<file path="config.mk">
export PLATFORM = sky130hd
export DESIGN_NAME = percept_bus_if
export DESIGN_NICKNAME = d
export VERILOG_FILES = /design/src/rtl/percept_bus_pkg.sv /design/src/rtl/percept_bus_tx.sv /design/src/rtl/percept_bus_if.sv
export SDC_FILE = /design/constraint.sdc
export NUM_CORES = 1
export LEC_CHECK = 0
export CELL_PAD_IN_SITES_DETAIL_PLACEMENT = 0
export CELL_PAD_IN_SITES_GLOBAL_PLACEMENT = 1
export CORE_MARGIN = 2
export CORE_UTILIZATION = 24
export CTS_CLUSTER_DIAMETER = 50
export DETAILED_ROUTE_END_ITERATION = 8
export GPL_TIMING_DRIVEN = 0
export PLACE_DENSITY_LB_ADDON = 0.15
export SLEW_MARGIN = 0
export SYNTH_ARGS = -nofsm -noshare
export SYNTH_HDL_FRONTEND = slang
export SYNTH_SLANG_ARGS = --single-unit
</file>
<file path="constraint.sdc">
create_clock -name clk -period 2.3 [get_ports clk]
set_input_delay 0.575 -clock clk [delete_from_list [all_inputs] [get_ports clk]]
set_output_delay 0.575 -clock clk [all_outputs]
set_load 0.005 [all_outputs]
</file>
<file path="src/rtl/percept_bus_pkg.sv">
// Shared definitions for the percept serial bus interface: FSM state
// encoding, opcode constants and the broadcast-address helper.
// Optional feature macro: PERCEPT_BUS_PARITY_EN (even parity on both directions).
package percept_bus_pkg;

    typedef enum logic [2:0] {
        ST_IDLE  = 3'd0,
        ST_START = 3'd1,
        ST_ADDR  = 3'd2,
        ST_OP    = 3'd3,
        ST_DATA  = 3'd4,
        ST_STOP  = 3'd5,
        ST_EXEC  = 3'd6,
        ST_REPLY = 3'd7
    } state_t;

    localparam logic [1:0] OP_NOP   = 2'b00;
    localparam logic [1:0] OP_WRITE = 2'b01;
    localparam logic [1:0] OP_MAC   = 2'b10;
    localparam logic [1:0] OP_READ  = 2'b11;

    // True when the low 'width' bits of 'field' are all ones.
    function automatic logic is_broadcast(input logic [63:0] field, input int width);
        logic r;
        r = 1'b1;
        for (int i = 0; i < 64; i++) begin
            if (i < width && !field[i]) r = 1'b0;
        end
        return r;
    endfunction

endpackage

</file>
<file path="src/rtl/percept_bus_tx.sv">
// Reply transmitter: parallel load, then shifts start 0, data LSB first,
// optional even parity, stop 1, each bit held CLKS_PER_BIT clocks.
// done pulses for one cycle after the stop bit period.
// Optional feature macro: PERCEPT_BUS_PARITY_EN.
module percept_bus_tx #(
    parameter int DATA_W       = 8,
    parameter int CLKS_PER_BIT = 4
) (
    input  logic              clk,
    input  logic              nRst,
    input  logic              load,
    input  logic [DATA_W-1:0] data,
    output logic              serial_out,
    output logic              done
);
`ifdef PERCEPT_BUS_PARITY_EN
    localparam int FRAME_W = DATA_W + 3;
`else
    localparam int FRAME_W = DATA_W + 2;
`endif
    localparam int CNT_W = $clog2(CLKS_PER_BIT);
    localparam int IDX_W = $clog2(FRAME_W + 1);
    localparam logic [CNT_W-1:0] BIT_LAST   = CNT_W'(CLKS_PER_BIT - 1);
    localparam logic [IDX_W-1:0] FRAME_LAST = IDX_W'(FRAME_W - 1);

    logic [FRAME_W-1:0] frame;
    logic [FRAME_W-1:0] shift_reg;
    logic [CNT_W-1:0]   cnt_reg;
    logic [IDX_W-1:0]   idx_reg;
    logic               active_reg;

`ifdef PERCEPT_BUS_PARITY_EN
    assign frame = {1'b1, ^data, data, 1'b0};
`else
    assign frame = {1'b1, data, 1'b0};
`endif

    // Bit-timed shifter; line idles high and returns high at once on reset.
    always_ff @(posedge clk or negedge nRst) begin
        if (!nRst) begin
            active_reg <= 1'b0;
            shift_reg  <= '1;
            cnt_reg    <= '0;
            idx_reg    <= '0;
            serial_out <= 1'b1;
            done       <= 1'b0;
        end else begin
            done <= 1'b0;
            if (load) begin
                active_reg <= 1'b1;
                shift_reg  <= frame;
                serial_out <= frame[0];
                cnt_reg    <= '0;
                idx_reg    <= '0;
            end else if (active_reg) begin
                if (cnt_reg == BIT_LAST) begin
                    cnt_reg <= '0;
                    if (idx_reg == FRAME_LAST) begin
                        active_reg <= 1'b0;
                        done       <= 1'b1;
                        serial_out <= 1'b1;
                    end else begin
                        idx_reg    <= idx_reg + 1'b1;
                        shift_reg  <= {1'b1, shift_reg[FRAME_W-1:1]};
                        serial_out <= shift_reg[1];
                    end
                end else begin
                    cnt_reg <= cnt_reg + 1'b1;
                end
            end
        end
    end

endmodule

</file>
<file path="src/rtl/percept_bus_if.sv">
// Serial bus front end for a percept core: receives addressed frames
// (start, address MSB-first, opcode MSB-first, payload LSB-first, stop),
// drives the core controls for WRITE / MAC / READ and sends READ replies.
// Optional feature macro: PERCEPT_BUS_PARITY_EN (even parity after payload
// on requests and before stop on replies).
import percept_bus_pkg::*;

module percept_bus_if #(
    parameter int ADDR_W       = 8,
    parameter int DATA_W       = 8,
    parameter int CLKS_PER_BIT = 4
) (
    input  logic              clk,
    input  logic              nRst,
    input  logic              serial_in,
    input  logic [ADDR_W-1:0] address,
    input  logic              data_out,
    output logic              shift_in,
    output logic              shift_out,
    output logic              mul_and_acc,
    output logic              data_in,
    output logic              serial_out,
    output logic              busy,
    output logic              frame_err
);
`ifdef PERCEPT_BUS_PARITY_EN
    localparam int PAR_BITS = 1;
`else
    localparam int PAR_BITS = 0;
`endif
    localparam int CNT_W = $clog2(CLKS_PER_BIT);
    localparam int IDX_W = $clog2(ADDR_W + DATA_W + 2);
    localparam logic [CNT_W-1:0] HALF_LAST = CNT_W'(CLKS_PER_BIT / 2 - 1);
    localparam logic [CNT_W-1:0] BIT_LAST  = CNT_W'(CLKS_PER_BIT - 1);
    localparam logic [IDX_W-1:0] ADDR_LAST = IDX_W'(ADDR_W - 1);
    localparam logic [IDX_W-1:0] OP_LAST   = IDX_W'(1);
    localparam logic [IDX_W-1:0] DATA_LAST = IDX_W'(DATA_W + PAR_BITS - 1);
    localparam logic [IDX_W-1:0] XFER_LAST = IDX_W'(DATA_W - 1);
    localparam logic [IDX_W-1:0] XFER_END  = IDX_W'(DATA_W);

    logic [1:0]        sync_reg;
    state_t            state_reg;
    logic [CNT_W-1:0]  cnt_reg;
    logic [IDX_W-1:0]  idx_reg;
    logic [ADDR_W-1:0] addr_reg;
    logic [1:0]        op_reg;
    logic [DATA_W-1:0] payload_reg;
    logic [DATA_W-1:0] rd_buf_reg;
    logic              tx_load_reg;
    logic              tx_done;
    logic              rx;
    logic              bit_tick;
    logic              bcast;
    logic              addr_match;
    logic              par_ok;

    assign rx         = sync_reg[1];
    assign bit_tick   = (cnt_reg == BIT_LAST);
    assign bcast      = is_broadcast(64'(addr_reg), ADDR_W);
    assign addr_match = (addr_reg == address) || bcast;
    assign busy       = (state_reg != ST_IDLE);

`ifdef PERCEPT_BUS_PARITY_EN
    logic par_bit_reg;
    assign par_ok = ~^{addr_reg, op_reg, payload_reg, par_bit_reg};
`else
    assign par_ok = 1'b1;
`endif

    // Two-flop synchroniser for the request line, idle/reset value high.
    always_ff @(posedge clk or negedge nRst) begin
        if (!nRst) sync_reg <= 2'b11;
        else       sync_reg <= {sync_reg[0], serial_in};
    end

    // Receive / execute FSM with registered core controls.
    always_ff @(posedge clk or negedge nRst) begin
        if (!nRst) begin
            state_reg   <= ST_IDLE;
            cnt_reg     <= '0;
            idx_reg     <= '0;
            addr_reg    <= '0;
            op_reg      <= OP_NOP;
            payload_reg <= '0;
            rd_buf_reg  <= '0;
            tx_load_reg <= 1'b0;
            shift_in    <= 1'b0;
            shift_out   <= 1'b0;
            mul_and_acc <= 1'b0;
            data_in     <= 1'b0;
            frame_err   <= 1'b0;
`ifdef PERCEPT_BUS_PARITY_EN
            par_bit_reg <= 1'b0;
`endif
        end else begin
            frame_err   <= 1'b0;
            tx_load_reg <= 1'b0;
            case (state_reg)
                ST_IDLE: begin
                    cnt_reg <= '0;
                    idx_reg <= '0;
                    if (!rx) state_reg <= ST_START;
                end
                ST_START: begin
                    if (cnt_reg == HALF_LAST) begin
                        cnt_reg   <= '0;
                        idx_reg   <= '0;
                        state_reg <= rx ? ST_IDLE : ST_ADDR;
                    end else begin
                        cnt_reg <= cnt_reg + 1'b1;
                    end
                end
                ST_ADDR: begin
                    if (bit_tick) begin
                        cnt_reg  <= '0;
                        addr_reg <= {addr_reg[ADDR_W-2:0], rx};
                        if (idx_reg == ADDR_LAST) begin
                            idx_reg   <= '0;
                            state_reg <= ST_OP;
                        end else begin
                            idx_reg <= idx_reg + 1'b1;
                        end
                    end else begin
                        cnt_reg <= cnt_reg + 1'b1;
                    end
                end
                ST_OP: begin
                    if (bit_tick) begin
                        cnt_reg <= '0;
                        op_reg  <= {op_reg[0], rx};
                        if (idx_reg == OP_LAST) begin
                            idx_reg   <= '0;
                            state_reg <= ST_DATA;
                        end else begin
                            idx_reg <= idx_reg + 1'b1;
                        end
                    end else begin
                        cnt_reg <= cnt_reg + 1'b1;
                    end
                end
                ST_DATA: begin
                    if (bit_tick) begin
                        cnt_reg <= '0;
`ifdef PERCEPT_BUS_PARITY_EN
                        if (idx_reg == XFER_END) par_bit_reg <= rx;
                        else payload_reg <= {rx, payload_reg[DATA_W-1:1]};
`else
                        payload_reg <= {rx, payload_reg[DATA_W-1:1]};
`endif
                        if (idx_reg == DATA_LAST) begin
                            idx_reg   <= '0;
                            state_reg <= ST_STOP;
                        end else begin
                            idx_reg <= idx_reg + 1'b1;
                        end
                    end else begin
                        cnt_reg <= cnt_reg + 1'b1;
                    end
                end
                ST_STOP: begin
                    if (bit_tick) begin
                        cnt_reg   <= '0;
                        idx_reg   <= '0;
                        state_reg <= ST_IDLE;
                        if (!rx || !par_ok) begin
                            frame_err <= 1'b1;
                        end else if (addr_match) begin
                            // First EXEC cycle is set up here so it follows the stop sample directly.
                            case (op_reg)
                                OP_WRITE: begin
                                    state_reg   <= ST_EXEC;
                                    shift_in    <= 1'b1;
                                    data_in     <= payload_reg[0];
                                    payload_reg <= {1'b0, payload_reg[DATA_W-1:1]};
                                    idx_reg     <= IDX_W'(1);
                                end
                                OP_MAC: begin
                                    state_reg   <= ST_EXEC;
                                    mul_and_acc <= 1'b1;
                                end
                                OP_READ: begin
                                    if (!bcast) begin
                                        state_reg <= ST_EXEC;
                                        shift_out <= 1'b1;
                                    end
                                end
                                default: ;
                            endcase
                        end
                    end else begin
                        cnt_reg <= cnt_reg + 1'b1;
                    end
                end
                ST_EXEC: begin
                    case (op_reg)
                        OP_WRITE: begin
                            if (idx_reg == XFER_END) begin
                                shift_in  <= 1'b0;
                                data_in   <= 1'b0;
                                state_reg <= ST_IDLE;
                            end else begin
                                data_in     <= payload_reg[0];
                                payload_reg <= {1'b0, payload_reg[DATA_W-1:1]};
                                idx_reg     <= idx_reg + 1'b1;
                            end
                        end
                        OP_MAC: begin
                            mul_and_acc <= 1'b0;
                            state_reg   <= ST_IDLE;
                        end
                        OP_READ: begin
                            // Shift captured bits in from the top so the first capture ends at bit 0.
                            rd_buf_reg <= {data_out, rd_buf_reg[DATA_W-1:1]};
                            if (idx_reg == XFER_LAST) begin
                                shift_out   <= 1'b0;
                                tx_load_reg <= 1'b1;
                                idx_reg     <= '0;
                                state_reg   <= ST_REPLY;
                            end else begin
                                idx_reg <= idx_reg + 1'b1;
                            end
                        end
                        default: state_reg <= ST_IDLE;
                    endcase
                end
                ST_REPLY: begin
                    if (tx_done) state_reg <= ST_IDLE;
                end
                default: state_reg <= ST_IDLE;
            endcase
        end
    end

    percept_bus_tx #(
        .DATA_W       (DATA_W),
        .CLKS_PER_BIT (CLKS_PER_BIT)
    ) u_tx (
        .clk        (clk),
        .nRst       (nRst),
        .load       (tx_load_reg),
        .data       (rd_buf_reg),
        .serial_out (serial_out),
        .done       (tx_done)
    );

endmodule
</file>
==> impl_metrics.json, run 1 <==
{
  "status": "completed",
  "setup_viol": 0,
  "fin_nets": 354,
  "synth_edf_count": 0,
  "antenna_found_initial": 0,
  "critPathTopFamily": "buffers and inverters",
  "synth.cell_area_mm2": 0.00320,
  "root_buffer": "clkbuf_16",
  "antenna_cells": 0,
  "coreArea_mm2": 0.0131,
  "cap_violations": 0,
  "cellLeakagePower_uw": 0.00172,
  "crit_path_end_kind": "register",
  "vias": 2247,
  "path_max_fanout": 8,
  "ys.flop_type": "dfrtp_1",
  "worst_pin_slew_ps": 803,
  "avgRoutedWirePerCell_um": 14.2,
  "fin_area_mm2": 0.00401,
  "grt_pass1_wl_um": 12400,
  "final_layout_size_suffix_gt1_share_pct": 24.6,
  "grt_pass1_vias": 2422,
  "n_fill_cell": 1410,
  "path_buf_inv": 2,
  "die_y_um": 120,
  "synth-seq-cells": 61,
  "arrival_ps": 2440,
  "async_reset_ff_share_pct": 100,
  "clock_latency_ps": 330,
  "cts_tree": "done",
  "drt_iter0_markers": 60,
  "synthCells": 298,
  "io_buffers": 18,
  "final.setup_skew_ps": 4.73,
  "cts_sinks": 61,
  "area_growth_pct": 25.1,
  "hp-class": "input port to async pin",
  "synth_cell_type_count": 57,
  "avgSynthCellArea_um2": 10.7,
  "hold_violations": 0,
  "h-tree-depth": 3,
  "crit_type": "input port to register",
  "detail-route-antenna-nets": 0,
  "multi_input_area_mm2": 0.00157,
  "clock.fmax_mhz": 448,
  "cp-start-kind": "input port",
  "die_width_um": 120,
  "final_util_pct": 30.5,
  "regArea_mm2": 0.00154,
  "slowest_stage": "clkdlybuf4s50_1",
  "syn_nets": 323,
  "grt_max_degree": 62,
  "dp_hpwl_um": 5090,
  "yosys_warnings": 0,
  "slew_headroom_pct": 46.5,
  "required_ps": 2510,
  "crit_chain": "clkdlybuf4s50_1, xnor2_1, nand4_1, o21ai_4, nand2_4, o32a_1, buf_6, mux2_4",
  "synth_seq_area_share_pct": 48.1,
  "fin_crit_ps": 2230,
  "ioPinCount": 19,
  "avgViaCountPerCell": 4.41,
  "drc": 0,
  "drt_pass1_iterations": 4,
  "cpPeakStageDelay_ps": 470,
  "fp-row-count": 42,
  "initial_core_util_pct": 24.4,
  "clk_pin_slew_worst_paths_ps": 50,
  "ir_drop_uv": 424,
  "powerDensity_mw_per_mm2": 964,
  "wl_um": 7220,
  "place.gp.congestion": 0.800,
  "period_share_pct": 97.1,
  "die-area_mm2": 0.0143,
  "slew_violations": 0,
  "place_area_mm2": 0.00360,
  "cts_buffers": 9,
  "grt-ovfl-total": 0,
  "cts_buffer_depth": 2,
  "grtUsageTotal_pct": 11.1
}
-- synthesized netlist by cell type (2+ instances only) --
master | n | share of area (%)
xor2_1 | 2 | 0.55
mux2_4 | 8 | 3.8
mux2_2 | 21 | 7.4
or4_1 | 2 | 0.47
nor2b_1 | 4 | 0.78
o21ai_0 | 23 | 3.6
ha_1 | 13 | 5.1
clkbuf_1 | 7 | 0.82
a211oi_1 | 2 | 0.47
dfstp_2 | 11 | 9.0
nand4_1 | 5 | 0.98
inv_1 | 13 | 1.5
dfrtp_1 | 50 | 39
o22ai_1 | 2 | 0.39
o21ai_1 | 2 | 0.31
nand3_1 | 3 | 0.47
o41ai_1 | 3 | 0.82
nor2_1 | 25 | 2.9
nand2b_1 | 4 | 0.78
nand2_1 | 29 | 3.4
mux2i_1 | 10 | 3.1
a21oi_1 | 12 | 1.9
nor4_1 | 2 | 0.39
nor3_1 | 4 | 0.63
xnor2_1 | 9 | 2.5
-- layout make-up --
class	instances	share of cell area, %
plain buffers	10	1.81
clock buffers	11	6.06
clock inverters	5	2.65
inverters	13	1.22
multi-input cells	212	39.1
flip-flops and latches	61	38.5
well taps	176	5.49
repair buffers	22	5.18
-- path summary, 6_finish.rpt --
path                                        start                           to  slack [ps]  cells past startpoint
setup / recovery                       address[1]   payload_reg[4]$_DFFE_PN0P_          70                      8
hold / removal                               nRst  u_tx.cnt_reg[0]$_DFFE_PN0P_         320                      1
setup reg to reg           idx_reg[0]$_DFFE_PN0P_   payload_reg[4]$_DFFE_PN0P_         110                      9
hold reg to reg             sync_reg[0]$_DFF_PN1_        sync_reg[1]$_DFF_PN1_         360                      0
max in group asynchronous                    nRst     state_reg[2]$_DFFE_PN0P_        1400                      1
min in group clk            sync_reg[0]$_DFF_PN1_        sync_reg[1]$_DFF_PN1_         360                      0
-- repair_timing --
action,CTS,global route
resized for setup,10,5
endpoints found under the setup margin,4,14
hold buffers,0,0
pin swaps,0,6
setup buffers,0,4
-- routing by layer --
| layer | global-route usage (%) | wire, um | part of all wire (%) |
|---|---|---|---|
| met2 | 17.6 | 3400 | 47 |
| met3 | 2.66 | 178 | 2.5 |
| met5 | 0 | 0 | 0 |
| met4 | 4.41 | 88 | 1.2 |
| met1 | 14.6 | 3560 | 49 |
-- metrics by stage --
stage / std cells / hold slack (ps) / total power (uW) / setup TNS, ps / setup slack (ps)
2_1_floorplan: 298 / 279 / 1940 / 0 / 280
5_1_grt: 510 / 357 / 4120 / -11.5 / -4.80
3_3_place_gp: 492 / 348 / 2250 / -92380 / -1610
4_1_cts: 506 / 356 / 3880 / 0 / 10.2
3_5_place_dp: 492 / 348 / 2240 / -2840 / -332
6_report: 510 / 317 / 3860 / 0 / 66.6
-- worst reg2reg max path: cells and delay by family, from the launching register on --
kind / cells / cell delay, ps
simple gates: 4 / 550
flops: 1 / 440
compound gates: 1 / 360
mux: 1 / 300
buf+inv: 2 / 230
fa+ha+maj: 1 / 190
-- cells by family after synthesis --
| family | synth area share, % |
|---|---|
| flip-flops | 48.1 |
| AO/OA/AOI/OAI | 12.4 |
| AND/OR/NAND/NOR | 13.7 |
| adder cells (fa/ha/maj) | 5.08 |
| multiplexers | 14.3 |
| buffers and inverters | 3.44 |
| XOR/XNOR | 3.01 |
-- layout by cell type (no fill, tap or decap), types with 4 or more instances in the layout --
| cell | n |
|---|---|
| dfrtp_1 | 49 |
| nand2_1 | 29 |
| nor2_1 | 25 |
| o21ai_0 | 23 |
| mux2_2 | 21 |
| clkdlybuf4s50_1 | 16 |
| inv_1 | 13 |
| ha_1 | 13 |
| a21oi_1 | 12 |
| dfstp_2 | 11 |
| mux2i_1 | 10 |
| xnor2_1 | 9 |
| clkbuf_16 | 9 |
| mux2_4 | 8 |
| buf_4 | 7 |
| nand4_1 | 5 |
| clkbuf_1 | 4 |
| nor2b_1 | 4 |
-- report_power, final --
| part | switching (uW) | internal, uW | leakage [uW] | total [uW] |
|---|---|---|---|---|
| registers | 89.0 | 1170 | 0.000785 | 1250 |
| clock network | 491 | 1090 | 0.000166 | 1580 |
| logic | 572 | 453 | 0.000772 | 1020 |
| total | 1150 | 2710 | 0.00172 | 3860 |
No activity file was read; power rests on OpenSTA's default activity.
==> run 2: changes to the inputs <==
ABC_AREA = 1   (was not set)
ABC_CLOCK_PERIOD_IN_PS = 2300   (was not set)
==> run 2 against run 1 <==
Against the previous run:
- maximum frequency increased by 3.4%
- core utilization down 0.15 points
- non-clock buffer count is 6 lower
- highest routed layer unchanged
==> impl_metrics.json, run 2 <==
{
  "layout.cells.non_filler": 615,
  "crit_path_end_kind": "output pin",
  "hold_violations": 0,
  "cellLeakagePower_uw": 0.00178,
  "avgViaCountPerCell": 4.28,
  "root_buffer": "clkbuf_16",
  "final.setup_skew_ps": 9.84,
  "dp_hpwl_um": 5300,
  "synth_edf_count": 0,
  "path_buf_inv": 3,
  "detail-route-antenna-nets": 0,
  "synth_cell_type_count": 36,
  "cts_tree": "done",
  "avgRoutedWirePerCell_um": 12.0,
  "antenna_found_initial": 0,
  "powerDensity_mw_per_mm2": 930,
  "path_max_fanout": 6,
  "drt_iter0_markers": 102,
  "grt_pass1_vias": 2678,
  "crit_chain": "nor2_4, inv_1, nor2_4, inv_1, clkdlybuf4s50_1",
  "ir_drop_uv": 311,
  "synth-seq-cells": 61,
  "fin_nets": 459,
  "initial_core_util_pct": 24.5,
  "die_y_um": 120,
  "grtUsageTotal_pct": 11.5,
  "cts_sinks": 61,
  "cap_violations": 0,
  "wl_um": 7360,
  "fp-row-count": 42,
  "tns_ps": 0,
  "cpPeakStageDelay_ps": 460,
  "synth_commonest_cells": "120 x nand2_1, 50 x dfrtp_1, 47 x inv_1",
  "ys.flop_type": "dfrtp_1",
  "fin_crit_ps": 2160,
  "grt_max_degree": 62,
  "die_width_um": 120,
  "critPathTopFamily": "buffers and inverters",
  "synth_top_area_cell": "dfrtp_1",
  "setup_viol": 0,
  "drc": 0,
  "finalPower_uw": 3720,
  "worst_pin_slew_ps": 793,
  "layout_common_cells": "120 x nand2_1, 48 x dfrtp_1, 47 x inv_1",
  "cts_buffers": 9,
  "arrival_ps": 1580,
  "area_growth_pct": 23.9,
  "drt_pass1_iterations": 4,
  "final_layout_size_suffix_gt1_share_pct": 10.7,
  "layout_commonest_cell": "nand2_1",
  "status": "completed",
  "yosysMostFrequentCell": "nand2_1",
  "place.gp.congestion": 0.777,
  "vias": 2633,
  "ioPinCount": 19,
  "io_buffers": 18,
  "avgSynthCellArea_um2": 8.00,
  "die-area_mm2": 0.0144,
  "period_share_pct": 93.9,
  "synth.cell_area_mm2": 0.00323,
  "required_ps": 1730,
  "synth_area_leaders": "dfrtp_1 39%, nand2_1 14%, dfstp_2 8.9%, o21ai_0 6.3%, inv_1 5.5%",
  "clk_pin_slew_worst_paths_ps": 60,
  "clock_latency_ps": 330,
  "cts_buffer_depth": 2,
  "coreArea_mm2": 0.0132,
  "slew_violations": 0,
  "yosys_warnings": 0,
  "synthCells": 404,
  "clock.fmax_mhz": 463,
  "grt_pass1_wl_um": 13000,
  "antenna_cells": 0,
  "grt-ovfl-total": 0,
  "slew_headroom_pct": 47.1,
  "h-tree-depth": 3,
  "cp-start-kind": "register",
  "crit_type": "register to output pin",
  "placed_cells": 598,
  "synth_top_area_share_pct": 38.7,
  "async_reset_ff_share_pct": 100,
  "hp-class": "input port to async pin",
  "slowest_stage": "dfrtp_2",
  "syn_nets": 429,
  "rsz0062_at_grt": "false",
  "synth_seq_area_share_pct": 47.7
}
## run 2: what timing repair did
action	4_1_cts	5_1_grt
hold buffers	0	0
buffers inserted	0	1
gates resized for setup	3	3
setup endpoints to repair	1	1
pin swaps	0	0
## run 2: final cells by class
cell class,count,area (um^2)
multi-input cells,285,1480
plain buffers,7,37.5
clock buffers,10,239
fillers,1420,9190
well taps,176,220
flip-flops and latches,61,1540
repair buffers,19,185
inverters,51,194
clock inverters,6,110
## run 2: worst paths after layout
path | slack [ps] | start | end | depth (start not counted)
min | 330 | nRst | u_tx.idx_reg[0]$_DFFE_PN0P_ | 1
max | 140 | state_reg[0]$_DFFE_PN0P_ | busy | 5
min in group clk | 350 | sync_reg[0]$_DFF_PN1_ | sync_reg[1]$_DFF_PN1_ | 0
max in group asynchronous | 1400 | nRst | state_reg[0]$_DFFE_PN0P_ | 1
max reg2reg | 340 | idx_reg[0]$_DFFE_PN0P_ | idx_reg[0]$_DFFE_PN0P_ | 9
min reg2reg | 350 | sync_reg[0]$_DFF_PN1_ | sync_reg[1]$_DFF_PN1_ | 0
## run 2: per-stage QoR
stage	util [%]	area, um^2	hold slack, ps	worst slack [ps]
after detailed placement	27.5	3630	347	-46.4
final	30.4	4000	325	140
after floorplan	-	3230	279	713
after global placement	27.5	3630	347	-1570
after CTS	30.2	3990	355	4.79
after global routing	30.4	4000	356	13.5
## run 2: kinds of logic (layout without fill, tap and decap cells)
| logic type | count (synthesis) | in the layout | share of synthesized area, % |
|---|---|---|---|
| simple gates | 200 | 200 | 26.9 |
| flops | 61 | 61 | 47.7 |
| fa+ha+maj | 13 | 13 | 5.03 |
| compound gates | 63 | 63 | 10.7 |
| xor+xnor | 7 | 7 | 1.90 |
| buf+inv | 58 | 93 | 7.16 |
| mux | 2 | 2 | 0.697 |
## run 2: metal layers
layer | vias to the layer above | wire length (um) | global-route usage, %
li1 | 1374 | - | -
met1 | 1216 | 3570 | 14.6
met2 | 34 | 3450 | 18.6
met3 | 9 | 225 | 3.14
met4 | 0 | 116 | 4.19
met5 | - | 0 | 0
## run 2: power breakdown
part | switching (uW) | internal, uW | total (uW) | leakage (uW)
clock | 482 | 1080 | 1570 | 0.000165
sequential | 97.9 | 1190 | 1280 | 0.000797
combinational | 557 | 315 | 871 | 0.000821
total | 1140 | 2590 | 3720 | 0.00178
## run 2: worst reg2reg max path: cells and delay by family, from the launching register on
kind / cells / cell delay, ps
flops: 1 / 420
simple gates: 4 / 800
compound gates: 2 / 220
buf+inv: 2 / 250
fa+ha+maj: 1 / 160
==> run 3: changes to the inputs <==
CORE_MARGIN = not set   (was 2)
SLEW_MARGIN = 20   (was 0)
==> run 3 against run 2 <==
Against the previous run:
- sequential share of layout area up 0.17 points
- routed wire length grew 1.3%
- die area shrank 3.3%
- clock skew fell by 5.4 ps
- sequential power barely moved
- core utilization shrank 0.13 points
- combinational power about the same
- critical path depth did not move
- critical path type unchanged
==> impl_metrics.json, run 3 (synthesized netlist as in run 2, its figures left out) <==
{
  "worst_pin_slew_ps": 670,
  "area_growth_pct": 23.3,
  "grt_use_met2_pct": 18.9,
  "period_share_pct": 95.9,
  "clock_latency_ps": 330,
  "fin_nets": 459,
  "slew_headroom_pct": 54.9,
  "final.setup_skew_ps": 4.47,
  "avgViaCountPerCell": 4.26,
  "postCtsHoldBufs": 0,
  "place.gp.congestion": 0.749,
  "path_max_fanout": 7,
  "detail-route-antenna-nets": 0,
  "cellLeakagePower_uw": 0.00178,
  "fin_crit_ps": 2210,
  "vias": 2622,
  "p_switching_uw": 1140,
  "use_met3_pct": 3.15,
  "layout_commonest_cell": "nand2_1",
  "combPwrFrac_pct": 24.5,
  "ioPinCount": 19,
  "setup_viol": 0,
  "io_buffers": 18,
  "grtUsageTotal_pct": 11.6,
  "status": "completed",
  "wl_um": 7460,
  "antenna_found_initial": 0,
  "drt_pass1_iterations": 6,
  "cts_buffers": 9,
  "initial_core_util_pct": 24.5,
  "required_ps": 1730,
  "arrival_ps": 1630,
  "hp-class": "input port to async pin",
  "use_met1_pct": 14.6,
  "crit_type": "register to output pin",
  "clockPowerShare_pct": 39.3,
  "clock.fmax_mhz": 453,
  "rsz0062_at_grt": "false",
  "netSwitchingFraction_pct": 31.9,
  "clk_pin_slew_worst_paths_ps": 60,
  "cts_sinks": 61,
  "cts_buffer_depth": 2,
  "h-tree-depth": 3,
  "antenna_cells": 0,
  "coreArea_mm2": 0.0132,
  "crit_path_end_kind": "output pin",
  "grt_pass1_wl_um": 12700,
  "drc": 0,
  "power_frac_seq_pct": 36.3,
  "cts_tree": "done",
  "cp-start-kind": "register",
  "hold_violations": 0,
  "die-area_mm2": 0.0139,
  "die_width_um": 118,
  "fp-row-count": 42,
  "hold_ws_ps": 114,
  "grt_pass1_vias": 2555,
  "ir_drop_uv": 401,
  "final_layout_size_suffix_gt1_share_pct": 10.7,
  "gr-max-usage-layer": "met2",
  "post_cts_buffers": 0,
  "layout_common_cells": "120 x nand2_1, 48 x dfrtp_1, 47 x inv_1",
  "grt_max_degree": 46,
  "die_y_um": 118,
  "pre_cts_slack_ps": -45.8,
  "p_int_uw": 2420,
  "cap_violations": 0,
  "slew_violations": 0,
  "grt-ovfl-total": 0,
  "dp_hpwl_um": 5360,
  "drt_iter0_markers": 128,
  "root_buffer": "clkbuf_16",
  "avgRoutedWirePerCell_um": 12.1,
  "rrSetupSlack_ps": 340,
  "powerDensity_mw_per_mm2": 893,
  "setup_ws_ps": 93.7
}
-- run 3: metal layers --
| layer | share of wire [%] | vias up |
|---|---|---|
| met4 | 1.5 | 0 |
| met1 | 48 | 1213 |
| li1 | - | 1371 |
| met3 | 2.9 | 8 |
| met5 | 0 | - |
| met2 | 48 | 30 |
-- run 3: worst paths after layout --
kind                                     startpoint                     endpoint  cells after the start
max                        state_reg[1]$_DFFE_PN0P_                         busy                      5
min                                            nRst  u_tx.idx_reg[0]$_DFFE_PN0P_                      1
max reg2reg                  idx_reg[0]$_DFFE_PN0P_       idx_reg[1]$_DFFE_PN0P_                      9
min reg2reg                   sync_reg[0]$_DFF_PN1_        sync_reg[1]$_DFF_PN1_                      0
max in group asynchronous                      nRst        sync_reg[1]$_DFF_PN1_                      2
min in group clk              sync_reg[0]$_DFF_PN1_        sync_reg[1]$_DFF_PN1_                      0
-- run 3: layout make-up --
class | count | area [um^2]
fill | 1424 | 9200
inverter | 51 | 194
clock buffer | 12 | 267
tap | 176 | 220
clock inverter | 4 | 45.0
sequential | 61 | 1540
timing repair buffer | 19 | 205
buffer | 7 | 37.5
multi-input combinational | 285 | 1480
-- run 3: power by group through the flow --
stage,combinational (uW),clock [uW],sequential [uW]
after detailed placement,861,0,1300
after CTS,871,1450,1290
after floorplan,604,0,1280
after global placement,856,0,1300
after global routing,1000,1480,1300
final,870,1400,1290
-- run 3: worst max-delay path, cell delays in order, from the launching register on --
cell and delay (ps):
dfrtp_2 470, nor2_4 150, inv_1 70, nor2_4 120, inv_1 60, clkdlybuf4s50_1 440
-- run 3: stage by stage --
step	setup TNS, ps	cell area, um^2	util (%)	power [uW]	cells
after floorplan	0	3230	-	1880	404
after global placement	-86910	3630	27.5	2150	598
after detailed placement	-264	3660	27.7	2160	599
after CTS	0	3980	30.1	3600	615
after global routing	0	3990	30.2	3790	615
final	0	3990	30.2	3560	615
-- run 3: timing repair --
item	4_1_cts	5_1_grt
endpoints found under the setup margin	1	1
hold endpoints to repair	0	0
resized for setup	3	3
